**config.mk**
```make
export PLATFORM = sky130hd
export DESIGN_NAME = hazard_unit_mc
export DESIGN_NICKNAME = d
export VERILOG_FILES = /design/src/rtl/hazard_pkg.sv /design/src/rtl/hazard_fwd_match.sv /design/src/rtl/hazard_unit_mc.sv
export SDC_FILE = /design/constraint.sdc
export NUM_CORES = 1
export LEC_CHECK = 0
export ABC_AREA = 1
export CORE_ASPECT_RATIO = 2
export CORE_MARGIN = 3
export CORE_UTILIZATION = 41
export CTS_CLUSTER_SIZE = 8
export DETAILED_ROUTE_END_ITERATION = 16
export GPL_TIMING_DRIVEN = 0
export PLACE_DENSITY = 0.84
export SYNTH_ARGS = -nofsm -noshare
export SYNTH_HDL_FRONTEND = slang
export SYNTH_SLANG_ARGS = --single-unit
```
**constraint.sdc**
```tcl
create_clock -name clk -period 1.7 [get_ports clk]
set_input_delay 0.34 -clock clk [delete_from_list [all_inputs] [get_ports clk]]
set_output_delay 0.34 -clock clk [all_outputs]
set_load 0.02 [all_outputs]
```
**src/rtl/hazard_pkg.sv**
```systemverilog
// Shared types for the pipeline hazard unit: forwarding select codes and
// the multi-cycle execute unit occupancy states.
package hazard_pkg;

  typedef enum logic [1:0] {
    FWD_RF = 2'b00,
    FWD_W  = 2'b01,
    FWD_M  = 2'b10
  } fwd_sel_t;

  typedef enum logic {
    MUL_IDLE = 1'b0,
    MUL_BUSY = 1'b1
  } mul_state_t;

endpackage

```
**src/rtl/hazard_fwd_match.sv**
```systemverilog
// Address comparison for one source operand: execute-stage forward select
// and the decode-stage load-use hit against the destination in E.
module hazard_fwd_match
  import hazard_pkg::*;
#(
  parameter int AW       = 5,
  parameter int ZERO_REG = 1
) (
  input  logic [AW-1:0] ra_e,
  input  logic [AW-1:0] ra_d,
  input  logic [AW-1:0] wa3e,
  input  logic [AW-1:0] wa3m,
  input  logic [AW-1:0] wa3w,
  input  logic          reg_write_m,
  input  logic          reg_write_w,
  output fwd_sel_t      fwd,
  output logic          ld_hit
);

  // With a hard-wired zero register, address 0 never carries a real value.
  function automatic logic valid_match(input logic [AW-1:0] a, input logic [AW-1:0] b);
    return (a == b) && !((ZERO_REG != 0) && (a == '0));
  endfunction

  always_comb begin
    fwd = FWD_RF;
    if (reg_write_m && valid_match(ra_e, wa3m)) fwd = FWD_M;
    else if (reg_write_w && valid_match(ra_e, wa3w)) fwd = FWD_W;
  end

  assign ld_hit = valid_match(ra_d, wa3e);

endmodule

```
**src/rtl/hazard_unit_mc.sv**
```systemverilog
// Pipeline hazard unit: forwarding, load-use stall, multi-cycle execute
// occupancy, memory-wait stall with sticky timeout, and stall-cycle counter.
module hazard_unit_mc
  import hazard_pkg::*;
#(
  parameter int AW       = 5,
  parameter int NSRC     = 3,
  parameter int ZERO_REG = 1,
  parameter int MUL_LAT  = 4,
  parameter int TIMEOUT  = 255,
  parameter int CNT_W    = 16
) (
  input  logic                 clk,
  input  logic                 Reset,
  input  logic [NSRC*AW-1:0]   RAD,
  input  logic [NSRC*AW-1:0]   RAE,
  input  logic [AW-1:0]        WA3E,
  input  logic [AW-1:0]        WA3M,
  input  logic [AW-1:0]        WA3W,
  input  logic                 RegWriteM,
  input  logic                 RegWriteW,
  input  logic                 MemToRegE,
  input  logic                 MulStartE,
  input  logic                 MemReqM,
  input  logic                 MemReadyM,
  input  logic                 PCSrcD,
  input  logic                 PCSrcE,
  input  logic                 PCSrcM,
  input  logic                 PCSrcW,
  input  logic                 BranchTakenE,
  output logic                 StallF,
  output logic                 StallD,
  output logic                 StallE,
  output logic                 StallM,
  output logic                 FlushD,
  output logic                 FlushE,
  output logic                 FlushM,
  output logic                 FlushW,
  output logic [NSRC*2-1:0]    ForwardE,
  output logic                 MemTimeout,
  output logic [CNT_W-1:0]     StallCycles
);

  localparam int MCW = $clog2(MUL_LAT);
  localparam int TW  = $clog2(TIMEOUT + 1);

  logic [NSRC-1:0] ld_hit;
  logic            ld_stall, mem_stall, mul_stall, pc_wr_pending;
  logic            stall_f, stall_d, stall_e;
  mul_state_t      state, state_nxt;
  logic [MCW-1:0]  mcnt, mcnt_nxt;
  logic [TW-1:0]   tcnt, tcnt_nxt;

  for (genvar i = 0; i < NSRC; i++) begin : g_src
    fwd_sel_t fwd_sel;
    hazard_fwd_match #(.AW(AW), .ZERO_REG(ZERO_REG)) u_match (
      .ra_e        (RAE[i*AW +: AW]),
      .ra_d        (RAD[i*AW +: AW]),
      .wa3e        (WA3E),
      .wa3m        (WA3M),
      .wa3w        (WA3W),
      .reg_write_m (RegWriteM),
      .reg_write_w (RegWriteW),
      .fwd         (fwd_sel),
      .ld_hit      (ld_hit[i])
    );
    assign ForwardE[i*2 +: 2] = fwd_sel;
  end

  assign mem_stall     = MemReqM & ~MemReadyM;
  assign ld_stall      = MemToRegE & (|ld_hit);
  assign pc_wr_pending = PCSrcD | PCSrcE | PCSrcM;

  always_ff @(posedge clk or posedge Reset) begin
    if (Reset) begin
      state <= MUL_IDLE;
      mcnt  <= '0;
    end else begin
      state <= state_nxt;
      mcnt  <= mcnt_nxt;
    end
  end

  // A memory wait freezes the multiplier; its own hold covers the E stage.
  always_comb begin
    state_nxt = state;
    mcnt_nxt  = mcnt;
    if (!mem_stall) begin
      case (state)
        MUL_IDLE: if (MulStartE) begin
          state_nxt = MUL_BUSY;
          mcnt_nxt  = MCW'(MUL_LAT - 2);
        end
        MUL_BUSY: if (mcnt != '0) mcnt_nxt = mcnt - 1'b1;
                  else            state_nxt = MUL_IDLE;
        default:  state_nxt = MUL_IDLE;
      endcase
    end
  end

  always_comb begin
    mul_stall = 1'b0;
    if (!mem_stall) begin
      case (state)
        MUL_IDLE: mul_stall = MulStartE;
        MUL_BUSY: mul_stall = (mcnt != '0);
        default:  mul_stall = 1'b0;
      endcase
    end
  end

  assign stall_e = mem_stall | mul_stall;
  assign stall_d = stall_e | ld_stall;
  assign stall_f = stall_d | pc_wr_pending;

  always_comb begin
    StallM = ~Reset & mem_stall;
    StallE = ~Reset & stall_e;
    StallD = ~Reset & stall_d;
    StallF = ~Reset & stall_f;
    FlushW = ~Reset & mem_stall;
    FlushM = ~Reset & mul_stall;
    FlushE = ~Reset & (ld_stall | BranchTakenE) & ~stall_e;
    FlushD = ~Reset & (pc_wr_pending | PCSrcW | BranchTakenE) & ~stall_d;
  end

  always_comb begin
    tcnt_nxt = '0;
    if (mem_stall) tcnt_nxt = (tcnt == TW'(TIMEOUT)) ? tcnt : tcnt + 1'b1;
  end

  always_ff @(posedge clk or posedge Reset) begin
    if (Reset) begin
      tcnt        <= '0;
      MemTimeout  <= 1'b0;
      StallCycles <= '0;
    end else begin
      tcnt <= tcnt_nxt;
      if (mem_stall && (tcnt_nxt == TW'(TIMEOUT))) MemTimeout <= 1'b1;
      if (stall_f && (StallCycles != '1)) StallCycles <= StallCycles + 1'b1;
    end
  end

endmodule

```
Word level (Yosys, flattened, before mapping)
Index checks and enable logic that the tools add are counted.

Add/subtract/negate cells: 3. Equality and inequality tests: 14. Mux-type cells: 16. Bitwise operators: 25. Reduce and logical (&&, ||, !) cells: 32.

Operator list (number): == test 5 bit (9); zero test 5 bit (6); logical AND 1 bit (17); adder 16 x 1 -> 16 bit, second input constant (1); == test 8 bit, second input constant (2); two-way mux 8 bit (2); inequality test 16 bit, second input constant (1); bitwise AND 1 bit (11); two-way mux 2 bit (5); adder 8 x 1 -> 8 bit, second input constant (1); OR 1 bit (8); zero test 1 bit (6); two-way mux 1 bit (6); NOT 1 bit (6); one-hot mux 1 bit (2 select lines) (2); one-hot mux 2 bit (2 select lines) (1); AND reduction 3 bit (1); OR reduction 3 bit (1); inequality test 2 x 1 -> 1 bit, second input constant (1); inequality test 2 bit, second input constant (1); nonzero test 2 bit (1); subtractor 2 x 1 -> 2 bit, second input constant (1).

Register bits after elaboration: 28. Output and inout port bits: 31. Word-level logic and storage cells: 95.

Depth between registers and ports, before layout
Gate-level depths: netlist of the first run.

Depth after elaboration: 8. Depth in mapped cells: 12. Mapped depth without buffers: 12.

Modules after synthesis
Synthesis of the first run repeated with hierarchy kept, for this count alone.

Cells, all modules: 469. Area, all modules: 2762.6 µm².

Modules (own cells, without submodules): hazard_unit_mc (instances 1, cells each 241, area each 1752.9 µm²); hazard_fwd_match (instances 3, cells each 76, area each 336.6 µm²).

Worst setup path before layout of the first run
OpenSTA, ideal clock, no wires.

Path kind: in2out. Start point: input Reset. End point: output FlushD. Data arrival time: 1705 ps. Required time: 1360 ps. Slack: -345 ps. Stages: 3. Cell sequence: inv_1 -> nand2_1 -> a211oi_1.

Word-level cells in the longest chain between the ends: 3.

Ends and longest elaborated chain: start: declaration (RTL line hazard_unit_mc.sv:14) `input logic Reset,`; NOT 1 bit (RTL line hazard_unit_mc.sv:124) `FlushD = ~Reset & (pc_wr_pending | PCSrcW | BranchTakenE) & ~stall_d;`; bitwise AND 1 bit (2 in series) (RTL line hazard_unit_mc.sv:124); end: declaration (RTL line hazard_unit_mc.sv:35) `output logic FlushD,`.

No other way between the ends.

Final worst setup path of the first run
Start point: register mcnt[1]. End point: output StallF.

Word-level cells in the longest chain between the ends: 7.

Ends and longest elaborated chain: start: declaration (RTL line hazard_unit_mc.sv:51) `logic [MCW-1:0] mcnt, mcnt_nxt;`; start signal: assignment (RTL line hazard_unit_mc.sv:80) `mcnt <= mcnt_nxt;`; nonzero test 2 bit (RTL line hazard_unit_mc.sv:106) `MUL_BUSY: mul_stall = (mcnt != '0);`; one-hot mux 1 bit (2 select lines) (RTL line hazard_unit_mc.sv:104) `case (state)`; two-way mux 1 bit (RTL line hazard_unit_mc.sv:103) `if (!mem_stall) begin`; OR 1 bit (RTL line hazard_unit_mc.sv:112) `assign stall_e = mem_stall | mul_stall;`; OR 1 bit (RTL line hazard_unit_mc.sv:113) `assign stall_d = stall_e | ld_stall;`; OR 1 bit (RTL line hazard_unit_mc.sv:114) `assign stall_f = stall_d | pc_wr_pending;`; bitwise AND 1 bit (RTL line hazard_unit_mc.sv:120) `StallF = ~Reset & stall_f;`; end: declaration (RTL line hazard_unit_mc.sv:31) `output logic StallF,`.

No other way between the ends.

==> out/qor.csv, run 1 <==
stage,metric,value,unit
synthesis,synthTopCellsByCount,"nand2_1 (127), inv_1 (56), nor2_1 (54)",
clock_tree,cts_hold_buf,0,
placement,io_buffers,88,
route,drtAntennaViolNets,0,
global_routing,antenna_found_initial,0,
setup_path,required,1.36,ns
setup_path,worstPathMaxFanout,4,
sta,worst-slew-pin-transition,0.7378,ns
synthesis,synth-seq-cells,28,
synthesis,synth_cell_types,31,
global_routing,overflow,0,
pwr,ir_worst_vdd,0.4338,mV
sta,hold_viol,0,
clock_tree,path_clk_slew,0.07,ns
synthesis,yosys_warnings,0,
placement,globalplace.congestion,0.9174,
global_routing,grt_max_degree,17,
setup_path,reg2reg_from,StallCycles[0],
finish,nNetsFinal,584,
setup_path,critPathSlowestCell,dfrtp_1,
setup_path,r2r_setup_slack,-0.07,ns
setup_path,cp-endpoint,StallF,
finish,syn2layout_area_growth,68.02,%
placement,dpl.cell_count,541,
sta,rsz0062_at_grt,true,
placement,placed_area,3446,µm²
synthesis,synth_top_area_share,28.51,%
pwr,p_leak,2.219,nW
outcome,violations,setup timing,
setup_path,critPathKind,register to output pin,
sta,fmax,506.1,MHz
finish,layout-drive-gt1-share,34.87,%
die,die_w,60.74,µm
synthesis,synth_edf_count,0,
pwr,powerDensity,824.1,nW/µm²
route,num_vias,3172,
route,dr.pass1.iters,4,
clock_tree,clock_tree.root_cell,clkbuf_16,
synthesis,syn_nets,453,
synthesis,syn_area,2457,µm²
synthesis,synth_area_per_cell,6.269,µm²
sta,hold_ws,0.4615,ns
global_routing,grt_pass1_wl,13.49,mm
route,avgRoutedWirePerCell,15.41,µm
die,ios,89,
placement,place_hpwl,5.784,mm
sta,skew,0.005199,ns
finish,fin_area,4129,µm²
sta,tns,-1.806,ns
die,start_util,42.68,%
route,vias_per_cell,5.441,
clock_tree,cts.path.max_buffers,2,
setup_path,worstReg2RegEnd,StallCycles[7],
route,drtIter0Drc,197,
die,dieArea,7015,µm²
outcome,status,"complete, but fails checks",
finish,stdcell_count,583,
setup_path,critPathArrivalTime,1.64,ns
die,rows,39,
sta,final-setup-viol-count,21,
setup_path,crit_path_end_kind,output pin,
synthesis,ys_seq_area_share,28.51,%
synthesis,netlist_instances,392,
setup_path,rr_worst_depth,9,
finish,diodes,0,
global_routing,grt_use_total,24.65,%
hold_path,hp-class,register to register,
setup_path,critical-path-max-stage-delay,0.39,ns
sta,fin_crit_sh,116.2,%
die,die_h,115.5,µm
setup_path,crit_start,mcnt[1],
synthesis,yosys-top-cells-area,"dfrtp_1 (29%), nand2_1 (19%), inv_1 (8.6%), nor2_1 (8.2%), nand3_1 (6.3%)",
placement,dp_slack,-1.343,ns
sta,layout_setup_ws,-0.2760,ns
clock_tree,clock_latency,0.27,ns
synthesis,ys.flop_type,dfrtp_1,
sta,drv_slew,0,
global_routing,grt_pass1_vias,3114,
setup_path,start_kind,register,
synthesis,yosys.cell_count.top_type,nand2_1,
die,core_region_area,5758,µm²
sta,period_needed,1.976,ns
clock_tree,clock-sinks,28,
route,drc,0,
route,wl,8.986,mm
clock_tree,ctsHtreeMaxLevel,1,
synthesis,synth-async-reset-ratio,100.0,%
setup_path,crit_path_cell_trace,"inv_2, ha_4, nand2_2, o21ai_4, inv_2, nor2_4, nand3_4, buf_6, nand2_2, inv_2, buf_6",
setup_path,path_common_cell,inv_2,
clock_tree,cts_buffers,3,
synthesis,synth_top_cell_by_area,dfrtp_1,
sta,slew_headroom,50.54,%
clock_tree,cts_tree,yes,
flow_run,cap_violations,0,
[metrics by stage]
step / util, % / power, W
5_1_grt: 71.71 / 0.003573
2_1_floorplan: - / 0.001638
4_1_cts: 65.65 / 0.003030
6_report: 71.71 / 0.003403
3_3_place_gp: 59.84 / 0.002155
3_5_place_dp: 59.84 / 0.002191
[flip-flops by register name, indices dropped and copies added, names as in the netlist]
register     count
mcnt             2
MemTimeout       1
state            1
StallCycles     16
tcnt             8
[cell families (layout without fill, tap and decap cells)]
family / count (synthesis) / count (layout) / synth area share (%)
DFF: 28 / 28 / 28.51
xor gates and xnor gates: 28 / 28 / 9.980
adders and majority gates: 3 / 3 / 1.528
AOI/OAI and AO/OA: 28 / 28 / 7.027
and+or+nand+nor: 242 / 242 / 42.77
buffers and inverters: 63 / 193 / 10.18
[metal layers]
layer / GRT usage [%] / share of wire, % / vias up
met3: 2.676 / 6.3 / 45
met2: 48.25 / 56 / 167
met4: 11.43 / 4.9 / 0
li1: - / - / 1505
met5: 0 / 0 / -
met1: 23.91 / 33 / 1455
[power breakdown]
part           switching, W  leakage (nW)  internal, W
Combinational      0.000870          1.81     0.000825
Clock              0.000248        0.0511     0.000470
Sequential         0.000192         0.361     0.000797
[layout make-up]
| class | instances | area [µm²] |
|---|---|---|
| Multi-Input combinational cell | 301 | 1867 |
| Fill cell | 439 | 1629 |
| Timing Repair Buffer | 126 | 1110 |
| Sequential cell | 28 | 704.4 |
| Inverter | 58 | 224.0 |
| Tap cell | 61 | 76.32 |
| Clock buffer | 3 | 75.07 |
| Buffer | 4 | 37.54 |
| Clock inverter | 1 | 30.03 |
| Timing Repair inverter | 1 | 5.005 |
[repair_timing]
item,CTS,global route
setup buffers,21,19
setup endpoints to repair,34,40
gates cloned,2,1
pin swaps,34,43
gates resized for setup,252,93
[worst max-delay path, delay by kind of cell (launching register included)]
family          cells  cell delay [ns]
compound gates      1             0.08
simple gates        4             0.36
fa+ha+maj           1             0.12
flops               1             0.39
buf+inv             5             0.42
[placed cells by master, fill, tap and decap left out, types with 14 or more instances in the layout]
cell,count
nand2_1,109
nor2_1,39
buf_4,39
inv_1,37
dfrtp_1,25
nand3_1,24
dlygate4sd2_1,23
buf_6,21
inv_2,19
nand2_2,17
clkdlybuf4s50_1,14
[worst min path at each step]
stage,startpoint,endpoint,depth (start not counted)
2_1_floorplan,Reset,MemTimeout,1
5_1_grt,MemTimeout,MemTimeout,2
6_report,MemTimeout,MemTimeout,2
3_5_place_dp,MemTimeout,MemTimeout,2
4_1_cts,Reset,StallCycles[9],3
3_3_place_gp,MemTimeout,MemTimeout,2
Note: power is estimated with default switching activity, not from simulation.
==> run 2, diff against run 1 <==
--- a/config.mk
+++ b/config.mk
@@ -13,6 +13,7 @@
 export DETAILED_ROUTE_END_ITERATION = 16
 export GPL_TIMING_DRIVEN = 0
 export PLACE_DENSITY = 0.84
+export SKIP_LAST_GASP = 1
 export SYNTH_ARGS = -nofsm -noshare
 export SYNTH_HDL_FRONTEND = slang
 export SYNTH_SLANG_ARGS = --single-unit
==> run 2 against run 1 <==
- design area stayed put
- sequential power hardly changed
- worst hold slack hardly changed
- non-clock buffer count stayed put
- sequential share of layout area stayed put
- the run still ends with setup timing left
- combinational power hardly changed
- sequential cell count stayed put
- largest cell class unchanged
- highest routed layer unchanged
- setup slack worse by 0.012 ns
- count of clock-buffer cells in the layout stayed put
- largest power group unchanged
- register-to-register slack better by 0.02 ns
- cell count stayed put
==> out/qor.csv, run 2 (same netlist as run 1, synthesis figures left out) <==
stage,metric,value,unit,change
outcome,status,"complete, but fails checks",,
outcome,violations,setup timing,,
route,vias_per_cell,5.497,,+1.0%
setup_path,critPathKind,register to output pin,,
placement,io_buffers,88,,unchanged
finish,largest_reg_flops,16,,unchanged
sta,slew_headroom,49.73,%,-0.82 points
flow_run,cap_violations,0,,unchanged
clock_tree,clock_latency,0.27,ns,about the same
clock_tree,ctsHtreeMaxLevel,1,,unchanged
clock_tree,clock_tree.root_cell,clkbuf_16,,
die,ios,89,,unchanged
sta,hold_ws,0.4617,ns,+0.0002410 ns
global_routing,grtUsageMet1,23.84,%,-0.069 points
setup_path,r2r_setup_slack,-0.05,ns,+0.02 ns
finish,syn2layout_area_growth,68.02,%,unchanged
clock_tree,path_clk_slew,0.07,ns,about the same
global_routing,grt_max_degree,17,,unchanged
pwr,powerDensity,823.5,nW/µm²,about the same
placement,globalplace.congestion,0.9174,,unchanged
die,die_w,60.74,µm,unchanged
sta,drv_slew,0,,unchanged
hold_path,hp-class,register to register,,
pwr,ir_worst_vdd,0.4354,mV,+0.36%
sta,hold_viol,0,,unchanged
sta,final-setup-viol-count,21,,unchanged
placement,place_hpwl,5.784,mm,unchanged
route,drc,0,,unchanged
finish,utilization,71.71,%,unchanged
clock_tree,cts.path.max_buffers,2,,unchanged
clock_tree,clock-sinks,28,,unchanged
die,core_region_area,5758,µm²,unchanged
global_routing,grt_use_total,24.58,%,-0.066 points
global_routing,overflow,0,,unchanged
die,die_h,115.5,µm,unchanged
sta,period_needed,1.988,ns,+0.01173 ns
sta,worst-slew-pin-transition,0.7500,ns,+0.01221 ns
route,drtAntennaViolNets,0,,unchanged
sta,fmax,503.1,MHz,-0.59%
die,dieArea,7015,µm²,unchanged
finish,nNetsFinal,584,,unchanged
die,rows,39,,unchanged
setup_path,required,1.36,ns,about the same
die,start_util,42.68,%,unchanged
global_routing,use_met3,2.676,%,unchanged
clock_tree,cts_hold_buf,0,,unchanged
route,wl,9.004,mm,+0.20%
pwr,p_leak,2.219,nW,unchanged
sta,fin_crit_sh,116.9,%,+0.69 points
setup_path,worstPathMaxFanout,4,,unchanged
global_routing,grt_pass1_wl,13.46,mm,-0.25%
global_routing,grt_pass1_vias,3108,,-0.19%
finish,final_common_cell,nand2_1,,
finish,diodes,0,,unchanged
route,avgRoutedWirePerCell,15.44,µm,+0.20%
global_routing,met2_usage,48.11,%,-0.14 points
clock_tree,cts_buffers,3,,unchanged
sta,rsz0062_at_grt,true,,
finish,top_regs,"StallCycles (16), tcnt (8), mcnt (2)",,
sta,skew,0.004565,ns,-0.0006342 ns
route,dr.pass1.iters,4,,unchanged
setup_path,start_kind,register,,
setup_path,crit_path_end_kind,output pin,,
route,drtIter0Drc,214,,+8.6%
finish,layout-drive-gt1-share,34.87,%,unchanged
route,num_vias,3205,,+1.0%
finish,final_cell_mix,"nand2_1 (109), nor2_1 (39), buf_4 (39), inv_1 (37), dfrtp_1 (25)",,
finish,largest_register,StallCycles,,
setup_path,critPathArrivalTime,1.65,ns,about the same
global_routing,antenna_found_initial,0,,unchanged
sta,layout_setup_ws,-0.2877,ns,-0.01173 ns
global_routing,top_usage_layer,met2,,
clock_tree,cts_tree,yes,,
==> run 2: path summary, 6_finish.rpt <==
check / cells past startpoint / start / end
hold reg to reg: 2 / MemTimeout / MemTimeout
max in group asynchronous: 2 / Reset / StallCycles[4]
setup reg to reg: 9 / StallCycles[0] / StallCycles[7]
setup / recovery: 11 / mcnt[1] / StallF
hold / removal: 2 / MemTimeout / MemTimeout
min in group asynchronous: 3 / Reset / tcnt[4]
==> run 2: stage by stage <==
stage | worst slack [ns] | instance area (µm²) | instances | TNS, ns | total power (W)
2_1_floorplan | -0.1895 | 2489 | 392 | -0.2881 | 0.001638
3_3_place_gp | -1.345 | 3446 | 541 | -21.64 | 0.002155
3_5_place_dp | -1.343 | 3446 | 541 | -22.29 | 0.002191
4_1_cts | -0.3299 | 3775 | 567 | -2.456 | 0.003028
5_1_grt | -0.3429 | 4129 | 583 | -4.194 | 0.003573
6_report | -0.2877 | 4129 | 583 | -1.679 | 0.003400
==> run 2: what timing repair did <==
| item | CTS | global route |
|---|---|---|
| setup endpoints to repair | 34 | 40 |
| gates cloned | 2 | 1 |
| setup buffers | 21 | 19 |
| resized for setup | 251 | 94 |
| pin swaps | 34 | 43 |
==> run 2: worst max-delay path, cell delays in order, from the launching register on <==
cell,delay [ns]
dfrtp_1,0.39
inv_2,0.08
ha_4,0.12
nand2_2,0.06
o21ai_4,0.08
inv_2,0.06
nor2_4,0.15
nand3_4,0.10
buf_6,0.13
nand2_2,0.05
inv_2,0.03
buf_6,0.12
==> run 2: area by class of cell <==
| class | instances | area [µm²] |
|---|---|---|
| clock buffer | 3 | 75.07 |
| timing repair inverter | 1 | 5.005 |
| fill | 436 | 1629 |
| timing repair buffer | 126 | 1110 |
| sequential | 28 | 704.4 |
| multi-input combinational | 301 | 1867 |
| tap | 61 | 76.32 |
| clock inverter | 1 | 30.03 |
| buffer | 4 | 37.54 |
| inverter | 58 | 224.0 |
==> run 2: where the power goes <==
group | switching, W | internal (W)
combinational | 0.000871 | 0.000825
sequential | 0.000192 | 0.000798
clock | 0.000244 | 0.000470
==> run 2: layer usage <==
layer	wire length, µm	vias up	part of all wire, %
met4	454	0	5.0
met3	555	50	6.2
met1	2978	1471	33
met2	5016	180	56
li1	-	1504	-
met5	0	-	0
